## src/rtl/mem_bus_arbiter_pkg.sv

```systemverilog
// rtl/mem_bus_arbiter_pkg.sv - shared requester IDs, size encodings and bus widths
package mem_bus_arbiter_pkg;

   localparam int ADDR_W     = 32;
   localparam int DATA_W     = 32;
   localparam int STRB_W     = 4;
   localparam int BUS_SIZE_W = 2;

   typedef enum logic {
      ID_INST = 1'b0,
      ID_DATA = 1'b1
   } req_id_e;

   localparam logic [BUS_SIZE_W-1:0] SIZE_B = 2'd0;
   localparam logic [BUS_SIZE_W-1:0] SIZE_H = 2'd1;
   localparam logic [BUS_SIZE_W-1:0] SIZE_W = 2'd2;

endpackage

```

## src/rtl/mem_bus_arbiter_id_fifo.sv

```systemverilog
// rtl/mem_bus_arbiter_id_fifo.sv - 1-bit in-order owner FIFO for outstanding requests
module mem_bus_arbiter_id_fifo #(
   parameter int DEPTH = 4
) (
   input  logic i_clk,
   input  logic i_rstn,
   input  logic i_push,
   input  logic i_din,
   input  logic i_pop,
   output logic o_dout,
   output logic o_full,
   output logic o_empty
);

   localparam int PW = $clog2(DEPTH);
   localparam int CW = PW + 1;

   logic          r_mem [DEPTH];
   logic [PW-1:0] r_wr_ptr;
   logic [PW-1:0] r_rd_ptr;
   logic [CW-1:0] r_count;

   // DEPTH is a power of two, so the pointers wrap by plain overflow
   always_ff @(posedge i_clk) begin
      if (!i_rstn) begin
         r_wr_ptr <= '0;
         r_rd_ptr <= '0;
         r_count  <= '0;
      end else begin
         if (i_push) r_wr_ptr <= r_wr_ptr + 1'b1;
         if (i_pop)  r_rd_ptr <= r_rd_ptr + 1'b1;
         case ({i_push, i_pop})
            2'b10:   r_count <= r_count + 1'b1;
            2'b01:   r_count <= r_count - 1'b1;
            default: r_count <= r_count;
         endcase
      end
   end

   always_ff @(posedge i_clk) begin
      if (i_push) r_mem[r_wr_ptr] <= i_din;
   end

   assign o_dout  = r_mem[r_rd_ptr];
   assign o_full  = (r_count == CW'(DEPTH));
   assign o_empty = (r_count == '0);

endmodule

```

## src/rtl/mem_bus_arbiter.sv

```systemverilog
// rtl/mem_bus_arbiter.sv - shares one sram-like port between inst fetch and data requesters
module mem_bus_arbiter
   import mem_bus_arbiter_pkg::*;
#(
   parameter int OUTST_DEPTH = 4,
   parameter int STARVE_LIM  = 4
) (
   input  logic                  i_clk,
   input  logic                  i_rstn,
   input  logic                  i_inst_req,
   input  logic [ADDR_W-1:0]     i_inst_addr,
   output logic                  o_inst_addr_ok,
   output logic                  o_inst_data_ok,
   output logic [DATA_W-1:0]     o_inst_rdata,
   input  logic                  i_data_req,
   input  logic                  i_data_wr,
   input  logic [BUS_SIZE_W-1:0] i_data_size,
   input  logic [STRB_W-1:0]     i_data_wstrb,
   input  logic [ADDR_W-1:0]     i_data_addr,
   input  logic [DATA_W-1:0]     i_data_wdata,
   output logic                  o_data_addr_ok,
   output logic                  o_data_data_ok,
   output logic [DATA_W-1:0]     o_data_rdata,
   output logic                  o_bus_req,
   output logic                  o_bus_wr,
   output logic [BUS_SIZE_W-1:0] o_bus_size,
   output logic [STRB_W-1:0]     o_bus_wstrb,
   output logic [ADDR_W-1:0]     o_bus_addr,
   output logic [DATA_W-1:0]     o_bus_wdata,
   input  logic                  i_bus_addr_ok,
   input  logic                  i_bus_data_ok,
   input  logic [DATA_W-1:0]     i_bus_rdata,
   output logic                  o_resp_err
);

   localparam int SW = $clog2(STARVE_LIM + 1);

   logic          r_lock_vld;
   req_id_e       r_lock_id;
   logic [SW-1:0] r_starve_cnt;
   logic          r_resp_err;

   logic    w_grant_vld;
   req_id_e w_grant_id;
   logic    w_full;
   logic    w_empty;
   logic    w_head;
   logic    w_bus_req;
   logic    w_accept;
   logic    w_pop;

   // A stalled address phase locks the grant so its fields cannot change under the slave
   always_comb begin
      w_grant_vld = 1'b0;
      w_grant_id  = ID_INST;
      if (r_lock_vld) begin
         w_grant_vld = 1'b1;
         w_grant_id  = r_lock_id;
      end else if (i_data_req && !(i_inst_req && r_starve_cnt == SW'(STARVE_LIM))) begin
         w_grant_vld = 1'b1;
         w_grant_id  = ID_DATA;
      end else if (i_inst_req) begin
         w_grant_vld = 1'b1;
         w_grant_id  = ID_INST;
      end
   end

   assign w_bus_req = w_grant_vld && !w_full;
   assign w_accept  = w_bus_req && i_bus_addr_ok;
   assign w_pop     = i_bus_data_ok && !w_empty;

   always_comb begin
      o_bus_wr    = 1'b0;
      o_bus_size  = SIZE_W;
      o_bus_wstrb = '0;
      o_bus_addr  = i_inst_addr;
      o_bus_wdata = '0;
      if (w_grant_id == ID_DATA) begin
         o_bus_wr    = i_data_wr;
         o_bus_size  = i_data_size;
         o_bus_wstrb = i_data_wstrb;
         o_bus_addr  = i_data_addr;
         o_bus_wdata = i_data_wdata;
      end
   end

   always_ff @(posedge i_clk) begin
      if (!i_rstn) begin
         r_lock_vld <= 1'b0;
         r_lock_id  <= ID_INST;
      end else if (w_accept) begin
         r_lock_vld <= 1'b0;
      end else if (w_bus_req) begin
         r_lock_vld <= 1'b1;
         r_lock_id  <= w_grant_id;
      end
   end

   always_ff @(posedge i_clk) begin
      if (!i_rstn) begin
         r_starve_cnt <= '0;
      end else if (!i_inst_req) begin
         r_starve_cnt <= '0;
      end else if (w_accept) begin
         if (w_grant_id == ID_INST)
            r_starve_cnt <= '0;
         else if (r_starve_cnt != SW'(STARVE_LIM))
            r_starve_cnt <= r_starve_cnt + 1'b1;
      end
   end

   always_ff @(posedge i_clk) begin
      if (!i_rstn)
         r_resp_err <= 1'b0;
      else if (i_bus_data_ok && w_empty)
         r_resp_err <= 1'b1;
   end

   mem_bus_arbiter_id_fifo #(
      .DEPTH (OUTST_DEPTH)
   ) u_id_fifo (
      .i_clk   (i_clk),
      .i_rstn  (i_rstn),
      .i_push  (w_accept),
      .i_din   (w_grant_id),
      .i_pop   (w_pop),
      .o_dout  (w_head),
      .o_full  (w_full),
      .o_empty (w_empty)
   );

   assign o_bus_req      = w_bus_req;
   assign o_inst_addr_ok = w_accept && (w_grant_id == ID_INST);
   assign o_data_addr_ok = w_accept && (w_grant_id == ID_DATA);
   assign o_inst_data_ok = w_pop && (w_head == ID_INST);
   assign o_data_data_ok = w_pop && (w_head == ID_DATA);
   assign o_inst_rdata   = i_bus_rdata;
   assign o_data_rdata   = i_bus_rdata;
   assign o_resp_err     = r_resp_err;

endmodule

```

## config.mk

```make
export PLATFORM = sky130hd
export DESIGN_NAME = mem_bus_arbiter
export DESIGN_NICKNAME = d
export VERILOG_FILES = /design/src/rtl/mem_bus_arbiter_pkg.sv /design/src/rtl/mem_bus_arbiter_id_fifo.sv /design/src/rtl/mem_bus_arbiter.sv
export SDC_FILE = /design/constraint.sdc
export NUM_CORES = 1
export LEC_CHECK = 0
export BUFFER_PORTS_ARGS = -buffer_cell sky130_fd_sc_hd__buf_4
export CORE_AREA = 5 5 107 109
export CTS_CLUSTER_SIZE = 30
export DETAILED_ROUTE_END_ITERATION = 6
export DIE_AREA = 0 0 112 114
export GPL_TIMING_DRIVEN = 0
export MAX_ROUTING_LAYER = met4
export PLACE_DENSITY = 0.61
export SYNTH_ARGS = -nofsm -noshare
export SYNTH_HDL_FRONTEND = slang
export SYNTH_HIERARCHICAL = 1
export SYNTH_SLANG_ARGS = --single-unit
```

## constraint.sdc

```tcl
create_clock -name i_clk -period 2.75 [get_ports i_clk]
set_input_delay 0.275 -clock i_clk [delete_from_list [all_inputs] [get_ports i_clk]]
set_output_delay 0.275 -clock i_clk [all_outputs]
set_load 0.01 [all_outputs]
```

==> results of run 1 <==
critical path, stage by stage, from the launching register on:
cell and delay, ns:
dfxtp_1 0.34, or3_1 0.37, nand2_1 0.16, inv_2 0.14, inv_1 0.08, ha_1 0.17, inv_1 0.07, fa_1 0.43
xor2_1 0.16, or3_1 0.31, a21boi_1 0.15
power groups by stage:
stage | clock network (mW) | registers (mW) | logic [mW]
after floorplan | 0 | 0.384 | 0.576
after global placement | 0 | 0.388 | 1.03
after detailed placement | 0 | 0.388 | 1.05
after CTS | 0.201 | 0.382 | 1.05
after global routing | 0.214 | 0.392 | 1.13
final | 0.195 | 0.382 | 1.04
final cells by class:
class                   count  share of cell area [%]
repair buffers            249                    43.1
multi-input cells         140                    27.9
flip-flops and latches     19                    9.70
clock buffers               4                    1.04
inverters                   9                   0.779
well taps                 140                    4.04
plain buffers              73                    13.4
worst max path at each step:
stage                      endpoint  slack, ns
2_1_floorplan  u_id_fifo/r_count[2]       0.53
3_3_place_gp   u_id_fifo/r_count[2]       0.33
3_5_place_dp   u_id_fifo/r_count[2]       0.28
4_1_cts        u_id_fifo/r_count[2]       0.31
5_1_grt        u_id_fifo/r_count[2]       0.05
6_report       u_id_fifo/r_count[2]       0.31
synth_stat cells (4+ instances only):
cell type	number
and2_1	51
buf_4	64
dfxtp_1	15
edfxtp_1	4
ha_1	7
inv_1	8
mux2_4	32
nand2_1	9
nand4_1	4
nor2b_1	6
o21ai_0	4
per-stage QoR:
step           instance area [um^2]  hold slack, ns  std cells
2_1_floorplan                  2240           0.392        241
3_3_place_gp                   4290           0.452        630
3_5_place_dp                   4290           0.455        630
4_1_cts                        4330           0.273        634
5_1_grt                        4330           0.297        634
6_report                       4330           0.273        634
metal layers:
| metal | part of all wire [%] | vias to the layer above | global-route usage [%] |
|---|---|---|---|
| met5 | 0 | - | - |
| met4 | 1.4 | 0 | 3.13 |
| met3 | 10 | 12 | 4.03 |
| met2 | 49 | 145 | 23.0 |
| met1 | 39 | 1130 | 16.9 |
| li1 | - | 1224 | - |
cells by family after synthesis:
group / after synthesis / synth area share, %
buffers and inverters: 82 / 27.3
AND/OR/NAND/NOR: 81 / 21.1
multiplexers: 34 / 22.9
flip-flops: 19 / 18.7
AO/OA/AOI/OAI: 12 / 3.29
adder cells (fa/ha/maj): 8 / 4.79
XOR/XNOR: 5 / 1.95
==> results by group, run 1 <==
Worst setup path
  – Crit path max fanout: 12
  – Reg-to-reg startpoint: r_lock_vld
  – R2R cell count: 10
  – Worst setup path startpoint: r_lock_vld
  – Data arrival, critical path: 2.63 ns
  – Setup crit end kind: register
  – RR Endpoint: u_id_fifo/r_count[2]
  – Crit start category: register
  – R2R Setup Slk: 0.31 ns
  – Crit Path Class: reg -> reg
  – WP data required: between 2 and 3 ns

Cells and area
  – FF/Latch Area: between 400 and 500 um^2
  – Ant. Diodes: 0
  – Leading cell type in the layout, fill and taps excluded: buf_4
  – Synth-to-Final Area Change: 93.1%
  – Commonest cells after routing, fill and taps aside: buf_4 (313), and2_1 (51), mux2_4 (32), dfxtp_1 (15), nand2_1 (9)
  – Proportion of layout cells with a drive suffix above 1: between 70% and 80%
  – Multi-input logic area: 1210 um^2
  – Fillers: roughly 1,100
  – Fin nets: approximately 640
  – Layout Utilization: just over 40%

Clock tree
  – CTS tree: done
  – Hold_buf cts: 0
  – Worst-skew pair later-pin latency: between 0.2 and 0.3 ns
  – CTS sink cnt: 19
  – Post-CTS setup buffer count: 0
  – Reg clk slew, reported paths: 0.07 ns
  – Clk buf depth: 2
  – CTS buffer count: 3
  – H-tree depth: 1
  – Root buf cell: clkbuf_8
  – Resized cells post-CTS: 0

Detailed routing
  – DRC viols: 0
  – DRT Wirelength: a little under 10,000 um
  – Antenna Nets Post-Route: 0
  – Vias per std cell: between 3 and 4
  – 1st-pass router iterations: 4
  – Vias after detailed routing: about 2,500
  – First-iteration detailed-routing DRC count: between 60 and 70
  – Drt wl/cell: around 15 um

Floorplanning
  – Core Box Area: approximately 11,000 um^2
  – Die height: between 100 and 150 um
  – Num ports: between 200 and 300
  – Die width: 112 um
  – Row Count: 38
  – Die area: around 13,000 um^2
  – Initial Util: a little over a fifth

Pwr
  – Clock Power Share: between 10% and 20%
  – Power share of the sequential group: between 20% and 30%
  – Maximum vdd drop: about 0.33 mV
  – Cell-internal power: roughly 1.1 mW
  – Switching portion of total power: 34.1%
  – Pwr Total: approximately 1.6 mW
  – Comb pwr share: 64.3%
  – Pleak: 2.32 nW
  – Pwr per Cell Area: about 370 nW/um^2
  – Net switching power: around 0.55 mW

Logic synthesis
  – Unique masters post-synth: 33
  – Synth warnings: 6
  – Synth area leaders: buf_4 (21%), mux2_4 (21%), and2_1 (14%)
  – Async S/R FF share, synth: 0%
  – Synth area leader: buf_4
  – Post-synth EDFFs: 4
  – Synth Register Bits: 19
  – Synth Cell Area: about 2200 um^2
  – Yosys top cell area share: between 20% and 30%
  – Syn nets: just under 400
  – Post-Syn Area per Cell: between 9 and 10 um^2
  – Synth Instances: about 240
  – Seq/Total Area, Yosys: roughly a fifth
  – Main flop type after synthesis: dfxtp_1

Job
  – Max_cap viols: 0

Placed design
  – Gpl congestion: a little over 0.9
  – Port bufs: 249
  – Post-DP HPWL: roughly 8600 um
  – Dpl ws: around 0.28 ns

STA
  – Max-slew violations: 0
  – Final period util: about nine tenths
  – RSZ-0062 raised after global routing: false
  – Relative slew slack: about 77%
  – Max frequency: between 400 and 500 MHz
  – Fin Setup TNS: 0 ns
  – Worst-Margin Slew: 0.348 ns
  – Clock skew: around 0.0066 ns
  – Final WS setup: ~0.31 ns
  – Final min period: approximately 2.4 ns
  – Final Hold Fails: 0
  – Final setup fails: 0

Global routing
  – First-pass GRT wire length: ~14,000 um
  – Initial antenna violation count: 0
  – Remaining global-route overflow: 0
  – Vias in the first global route: 2,577
  – Global-route usage over all layers: 13.9%
  – Largest net degree at the start of global routing: 14

Hold path
  – Hold Crit Start: i_bus_data_ok
  – Worst Hold Class: in -> reg
  – Hold path cells: 3
  – Hold worst-path end: o_resp_err

Run status
  – Status: finished clean
(Power assumes the default switching activity.)
==> run 2: changes to the inputs <==
--- a/config.mk
+++ b/config.mk
@@ -5,14 +5,15 @@
 export SDC_FILE = /design/constraint.sdc
 export NUM_CORES = 1
 export LEC_CHECK = 0
+export ABC_AREA = 1
 export BUFFER_PORTS_ARGS = -buffer_cell sky130_fd_sc_hd__buf_4
-export CORE_AREA = 5 5 107 109
+export CORE_AREA = 5 5 106 108
 export CTS_CLUSTER_SIZE = 30
 export DETAILED_ROUTE_END_ITERATION = 6
-export DIE_AREA = 0 0 112 114
+export DIE_AREA = 0 0 111 113
 export GPL_TIMING_DRIVEN = 0
 export MAX_ROUTING_LAYER = met4
-export PLACE_DENSITY = 0.61
+export PLACE_DENSITY = 0.62
 export SYNTH_ARGS = -nofsm -noshare
 export SYNTH_HDL_FRONTEND = slang
 export SYNTH_HIERARCHICAL = 1
==> results by group, run 2 <==
Run status
  – Status: finished clean (unchanged)

Logic synthesis
  – Yosys top cell area share: 23.0% (was 21.4%)
  – Synth area leader: buf_4 (unchanged)
  – Top post-synthesis cells by count: nand2_1 (117), buf_4 (68), inv_1 (65) (was buf_4 (64), and2_1 (51), mux2_4 (32))
  – Unique masters post-synth: 28 (was 33)
  – Synth Cell Area: 2220 um^2 (was 2240 um^2)
  – Synth Register Bits: 19 (unchanged)
  – Async S/R FF share, synth: 0% (unchanged)
  – Post-Syn Area per Cell: 5.88 um^2 (was 9.31 um^2)
  – Syn nets: 527 (was 390)
  – Synth Instances: 378 (was 241)
  – Seq/Total Area, Yosys: 18.9% (was 18.7%)
  – Synth area leaders: buf_4 (23%), nand2_1 (20%), dfxtp_1 (14%) (was buf_4 (21%), mux2_4 (21%), and2_1 (14%))
  – Synth warnings: 6 (unchanged)
  – Post-synth EDFFs: 4 (unchanged)
  – Dominant cell by count in the synthesized netlist: nand2_1 (was buf_4)
  – Main flop type after synthesis: dfxtp_1 (unchanged)

Worst setup path
  – WP data required: 2.92 ns (was 2.94 ns)
  – R2R cell count: 15 (was 10)
  – Setup crit end kind: register (unchanged)
  – R2R Setup Slk: 0.50 ns (was 0.31 ns)
  – Data arrival, critical path: 2.42 ns (was 2.63 ns)
  – Crit Path Class: reg -> reg (unchanged)
  – Reg-to-reg startpoint: u_id_fifo/r_count[2] (was r_lock_vld)
  – Crit path max fanout: 9 (was 12)
  – RR Endpoint: u_id_fifo/r_count[2] (unchanged)
  – Crit start category: register (unchanged)

STA
  – Final setup fails: 0 (unchanged)
  – Final min period: 2.25 ns (was 2.44 ns)
  – Clock skew: 0.00589 ns (was 0.00660 ns)
  – Final period util: 81.9% (was 88.8%)
  – RSZ-0062 raised after global routing: false (unchanged)
  – Fin Setup TNS: 0 ns (unchanged)
  – Relative slew slack: 71.9% (was 76.8%)
  – Max frequency: 444 MHz (was 410 MHz)
  – Worst-Margin Slew: 0.418 ns (was 0.348 ns)
  – Max-slew violations: 0 (unchanged)
  – Final Hold Fails: 0 (unchanged)

Detailed routing
  – Met3 WL: 724 um (was 978 um)
  – Metal2 WL: 5600 um (was 4760 um)
  – Drt wl/cell: 13.0 um (was 15.2 um)
  – Top routing layer used: met4 (unchanged)
  – DRT Wirelength: 9970 um (was 9630 um)
  – Antenna Nets Post-Route: 0 (unchanged)
  – DRC viols: 0 (unchanged)
  – Vias per std cell: 3.89 (was 3.96)
  – 1st-pass router iterations: 4 (unchanged)
  – M1 wire length: 3590 um (was 3750 um)
  – Vias after detailed routing: 2,983 (was 2,511)
  – First-iteration detailed-routing DRC count: 94 (was 63)

Global routing
  – Global-route usage over all layers: 14.8% (was 13.9%)
  – Remaining global-route overflow: 0 (unchanged)
  – Initial antenna violation count: 0 (unchanged)
  – Vias in the first global route: 2,987 (was 2,577)
  – First-pass GRT wire length: 14,900 um (was 14,000 um)
  – Largest net degree at the start of global routing: 14 (unchanged)

Pwr
  – Maximum vdd drop: 0.267 mV (was 0.335 mV)
  – Pwr per Cell Area: 399 nW/um^2 (was 373 nW/um^2)
  – Cell-internal power: 1.02 mW (was 1.06 mW)
  – Comb pwr share: 66.3% (was 64.3%)
  – Switching portion of total power: 40.7% (was 34.1%)
  – Net switching power: 0.699 mW (was 0.552 mW)
  – Power share of the sequential group: 22.0% (was 23.6%)
  – Pleak: 2.64 nW (was 2.32 nW)
  – Clock Power Share: 11.8% (was 12.1%)

Floorplanning
  – Die height: 113 um (was 114 um)
  – Die area: 12,500 um^2 (was 12,800 um^2)
  – Die width: 111 um (was 112 um)
  – Row Count: 37 (was 38)
  – Num ports: 282 (unchanged)
  – Core Box Area: 10,100 um^2 (was 10,500 um^2)
  – Initial Util: 21.9% (was 21.4%)

Clock tree
  – Post-CTS setup buffer count: 0 (unchanged)
  – CTS tree: done (unchanged)
  – Hold_buf cts: 0 (unchanged)
  – Root buf cell: clkbuf_8 (unchanged)
  – Reg clk slew, reported paths: 0.08 ns (was 0.07 ns)
  – Worst-skew pair later-pin latency: 0.26 ns (about the same)
  – H-tree depth: 1 (unchanged)
  – CTS sink cnt: 19 (unchanged)
  – Resized cells post-CTS: 0 (unchanged)
  – CTS buffer count: 3 (unchanged)
  – Clk buf depth: 2 (unchanged)

Cells and area
  – Non-Filler Instances: 767 (was 634)
  – Fillers: 1,077 (was 1,056)
  – Commonest cells after routing, fill and taps aside: buf_4 (317), nand2_1 (117), inv_1 (65), nor2_1 (49), dfxtp_1 (15) (was buf_4 (313), and2_1 (51), mux2_4 (32), dfxtp_1 (15), nand2_1 (9))
  – Synth-to-Final Area Change: 94.0% (was 93.1%)
  – Ant. Diodes: 0 (unchanged)
  – Proportion of layout cells with a drive suffix above 1: 53.9% (was 72.1%)
  – Fin nets: 781 (was 644)
  – Multi-input logic area: 985 um^2 (was 1210 um^2)
  – FF/Latch Area: 420 um^2 (unchanged)
  – Leading cell type in the layout, fill and taps excluded: buf_4 (unchanged)

Placed design
  – Port bufs: 249 (unchanged)
  – Gpl congestion: 0.922 (was 0.933)
  – Cells after DPL: 763 (was 630)
  – Post-DP HPWL: 8960 um (was 8560 um)

Hold path
  – Hold Crit Start: i_bus_data_ok (unchanged)
  – Worst Hold Class: in -> reg (unchanged)
  – Hold worst-path end: o_resp_err (unchanged)
  – Hold path cells: 3 (unchanged)

Job
  – Max_cap viols: 0 (unchanged)
## run 2: changes by cell type after synthesis, sizes merged, moves of 10 or more
cell | before | now
mux2 | 32 | 0
nand2 | 9 | 121
nor2 | 2 | 53
and2 | 51 | 0
inv | 9 | 68
a21oi | 2 | 12
## run 2: power groups by stage
stage | Clock (mW) | Sequential, mW | Combinational, mW
final | 0.202 | 0.377 | 1.14
after global routing | 0.233 | 0.385 | 1.26
after CTS | 0.208 | 0.378 | 1.16
after detailed placement | 0 | 0.385 | 1.15
after global placement | 0 | 0.382 | 1.14
after floorplan | 0 | 0.378 | 0.600
## run 2: worst max-delay path, stage by stage (launching register included)
cell     delay (ns)
dfxtp_1        0.37
inv_1          0.07
nor3_1         0.26
inv_1          0.13
nand2_2        0.13
nor2_4         0.07
inv_2          0.09
ha_1           0.19
inv_2          0.06
fa_1           0.45
inv_1          0.07
nand2_1        0.06
nand3_1        0.07
nand2_1        0.05
inv_1          0.06
nor2_2         0.03
## run 2: worst max path at each step
stage                         startpoint                    to  slack [ns]  cells past startpoint
CTS                 u_id_fifo/r_count[2]  u_id_fifo/r_count[2]        0.50                     15
floorplan           u_id_fifo/r_count[2]  u_id_fifo/r_count[2]        0.80                     15
detailed placement  u_id_fifo/r_count[2]  u_id_fifo/r_count[2]        0.51                     15
global route        u_id_fifo/r_count[2]  u_id_fifo/r_count[2]        0.34                     15
global placement    u_id_fifo/r_count[2]  u_id_fifo/r_count[2]        0.57                     15
finish              u_id_fifo/r_count[2]  u_id_fifo/r_count[2]        0.50                     15
## run 2: area by class of cell
type                            count  area share (%)
Buffer                             74            13.0
Multi-Input combinational cell    217            22.8
Clock buffer                        3           0.958
Timing Repair Buffer              249            43.4
Clock inverter                      1           0.174
Inverter                           68            5.98
Tap cell                          136            3.95
Sequential cell                    19            9.75
## run 2: layer usage
metal / GRT usage, % / vias up
li1: - / 1544
met1: 15.2 / 1296
met2: 29.6 / 137
met3: 3.69 / 6
met4: 1.31 / 0
met5: - / -
## run 2: kinds of logic (layout without fill, tap and decap cells)
family,count (synthesis),count (layout),share of synthesized area (%)
buffers and inverters,142,395,36.8
adders and majority gates,8,8,4.84
DFF,19,19,18.9
AOI/OAI and AO/OA,24,24,5.69
and+or+nand+nor,185,185,33.8
## run 2: stage by stage
| step | total power [mW] | setup slack (ns) | cell area, um^2 | hold WS (ns) | utilization [%] |
|---|---|---|---|---|---|
| finish | 1.72 | 0.496 | 4310 | 0.254 | 42.5 |
| global route | 1.88 | 0.336 | 4310 | 0.270 | 42.5 |
| CTS | 1.75 | 0.500 | 4310 | 0.257 | 42.5 |
| detailed placement | 1.54 | 0.514 | 4260 | 0.481 | 42.0 |
| global placement | 1.52 | 0.566 | 4260 | 0.460 | 42.0 |
| floorplan | 0.978 | 0.799 | 2220 | 0.410 | - |
==> run 3: changes to the inputs <==
==> constraint.sdc (replaced) <==
create_clock -name i_clk -period 2.2 [get_ports i_clk]
set_input_delay 0.22 -clock i_clk [delete_from_list [all_inputs] [get_ports i_clk]]
set_output_delay 0.22 -clock i_clk [all_outputs]
set_load 0.01 [all_outputs]
==> results by group, run 3 (synthesis results as in run 2) <==
Run status
  – Status: finished clean (unchanged)

Pwr
  – Pleak: 2.65 nW (was 2.64 nW)
  – Clock Power Share: 11.6% (was 11.8%)
  – Comb pwr share: 66.6% (was 66.3%)
  – Power share of the sequential group: 21.8% (was 22.0%)
  – Pwr per Cell Area: 504 nW/um^2 (was 399 nW/um^2)
  – Switching portion of total power: 40.6% (was 40.7%)
  – Pwr Total: 2.19 mW (was 1.72 mW)
  – Maximum vdd drop: 0.337 mV (was 0.267 mV)
  – Net switching power: 0.888 mW (was 0.699 mW)
  – Cell-internal power: 1.30 mW (was 1.02 mW)

Cells and area
  – Synth-to-Final Area Change: 95.6% (was 94.0%)
  – Proportion of layout cells with a drive suffix above 1: 54.7% (was 53.9%)
  – Fillers: 1,076 (was 1,077)
  – Multi-input logic area: 995 um^2 (was 985 um^2)
  – Fin nets: 784 (was 781)
  – Ant. Diodes: 0 (unchanged)
  – Leading cell type in the layout, fill and taps excluded: buf_4 (unchanged)
  – FF/Latch Area: 422 um^2 (was 420 um^2)
  – Commonest cells after routing, fill and taps aside: buf_4 (320), nand2_1 (117), inv_1 (65), nor2_1 (49), dfxtp_1 (14) (was buf_4 (317), nand2_1 (117), inv_1 (65), nor2_1 (49), dfxtp_1 (15))
  – Layout Utilization: 42.9% (was 42.5%)

STA
  – Final period util: 95.8% (was 81.9%)
  – Final Hold Fails: 0 (unchanged)
  – Final min period: 2.11 ns (was 2.25 ns)
  – Max-slew violations: 0 (unchanged)
  – Max frequency: 475 MHz (was 444 MHz)
  – Final setup fails: 0 (unchanged)
  – Relative slew slack: 73.3% (was 71.9%)
  – Final WS setup: 0.0926 ns (was 0.496 ns)
  – Clock skew: 0.00531 ns (was 0.00589 ns)
  – Worst-Margin Slew: 0.398 ns (was 0.418 ns)
  – Fin Setup TNS: 0 ns (unchanged)

Worst setup path
  – Data arrival, critical path: 2.27 ns (was 2.42 ns)
  – Crit start category: register (unchanged)
  – WP data required: 2.37 ns (was 2.92 ns)
  – Crit path max fanout: 9 (unchanged)
  – Setup crit end kind: register (unchanged)
  – Crit Path Class: reg -> reg (unchanged)

Floorplanning
  – Row Count: 37 (unchanged)
  – Initial Util: 21.9% (unchanged)
  – Die height: 113 um (unchanged)
  – Die area: 12,500 um^2 (unchanged)
  – Core Box Area: 10,100 um^2 (unchanged)
  – Die width: 111 um (unchanged)
  – Num ports: 282 (unchanged)

Job
  – Max_cap viols: 0 (unchanged)

Clock tree
  – Worst-skew pair later-pin latency: 0.26 ns (about the same)
  – CTS buffer count: 3 (unchanged)
  – CTS sink cnt: 19 (unchanged)
  – CTS tree: done (unchanged)
  – Root buf cell: clkbuf_8 (unchanged)
  – Reg clk slew, reported paths: 0.08 ns (about the same)
  – H-tree depth: 1 (unchanged)
  – Clk buf depth: 2 (unchanged)

Global routing
  – Met1 Use GR: 15.2% (unchanged)
  – Initial antenna violation count: 0 (unchanged)
  – Global-route usage over all layers: 14.8% (unchanged)
  – M2 GR Usage: 29.6% (unchanged)
  – Busiest layer in global routing: met2 (unchanged)
  – First-pass GRT wire length: 14,900 um (unchanged)
  – Vias in the first global route: 2,987 (unchanged)
  – Met3 usage: 3.69% (unchanged)
  – Largest net degree at the start of global routing: 14 (unchanged)
  – Remaining global-route overflow: 0 (unchanged)

Placed design
  – Dpl ws: -0.0360 ns (was 0.514 ns)
  – Gpl congestion: 0.922 (unchanged)
  – Port bufs: 249 (unchanged)
  – Post-DP HPWL: 8960 um (unchanged)

Detailed routing
  – Antenna Nets Post-Route: 0 (unchanged)
  – First-iteration detailed-routing DRC count: 97 (was 94)
  – 1st-pass router iterations: 4 (unchanged)
  – DRC viols: 0 (unchanged)
  – Vias after detailed routing: 3,007 (was 2,983)
  – DRT Wirelength: 10,000 um (was 9970 um)
  – Vias per std cell: 3.91 (was 3.89)
  – Drt wl/cell: 13.0 um (about the same)

Hold path
  – Worst Hold Class: in -> reg (unchanged)
## run 3: cell types whose count changed in the layout (fill, tap and decap cells not counted), sizes merged
cell | before | now
clkbuf | 3 | 4
buf | 323 | 325
## run 3: power groups by stage
stage | combinational (mW) | sequential, mW | clock, mW
global placement | 1.42 | 0.477 | 0
CTS | 1.45 | 0.475 | 0.260
floorplan | 0.750 | 0.473 | 0
finish | 1.46 | 0.476 | 0.254
detailed placement | 1.44 | 0.481 | 0
global route | 1.61 | 0.486 | 0.291
## run 3: routing by layer
metal / vias up / share of wire (%) / wire length, um
met3: 6 / 7.2 / 720
met4: 0 / 0.59 / 59
met5: - / 0 / 0
met1: 1308 / 36 / 3620
met2: 141 / 56 / 5650
li1: 1552 / - / -
## run 3: final timing paths
check / startpoint / slack [ns] / cells after the start / to
hold / removal: i_bus_data_ok / 0.20 / 3 / o_resp_err
setup / recovery: u_id_fifo/r_count[2] / 0.09 / 15 / u_id_fifo/r_count[2]
hold reg to reg: u_id_fifo/r_rd_ptr[1] / 0.48 / 2 / u_id_fifo/r_rd_ptr[1]
setup reg to reg: u_id_fifo/r_count[2] / 0.09 / 15 / u_id_fifo/r_count[2]
## run 3: stage by stage
stage,std cells,area [um^2],hold slack [ns]
2_1_floorplan,378,2220,0.355
3_3_place_gp,763,4260,0.460
3_5_place_dp,763,4260,0.476
6_report,770,4350,0.200
5_1_grt,770,4350,0.215
4_1_cts,767,4320,0.202
## run 3: what timing repair did
action,4_1_cts,5_1_grt
hold endpoints to repair,0,0
setup endpoints to repair,1,2
hold buffers,0,0
pin swaps,0,2
setup buffers,0,3
resized for setup,1,4
## run 3: layout make-up
class,count,share of cell area [%]
Sequential cell,19,9.70
Multi-Input combinational cell,217,22.9
Clock buffer,3,0.950
Inverter,68,5.93
Timing Repair Buffer,252,43.5
Buffer,74,12.9
Tap cell,136,3.91
Clock inverter,1,0.173
## run 3: worst max-delay path, cell delays in order (launching register included)
cell and delay [ns]:
dfxtp_2 0.35, inv_1 0.06, nor3_2 0.24, inv_1 0.10, nand2_2 0.11, nor2_4 0.07, inv_2 0.09, ha_2 0.19
inv_2 0.05, fa_2 0.39, inv_1 0.07, nand2_1 0.06, nand3_1 0.07, nand2_1 0.05, inv_1 0.06, nor2_2 0.03
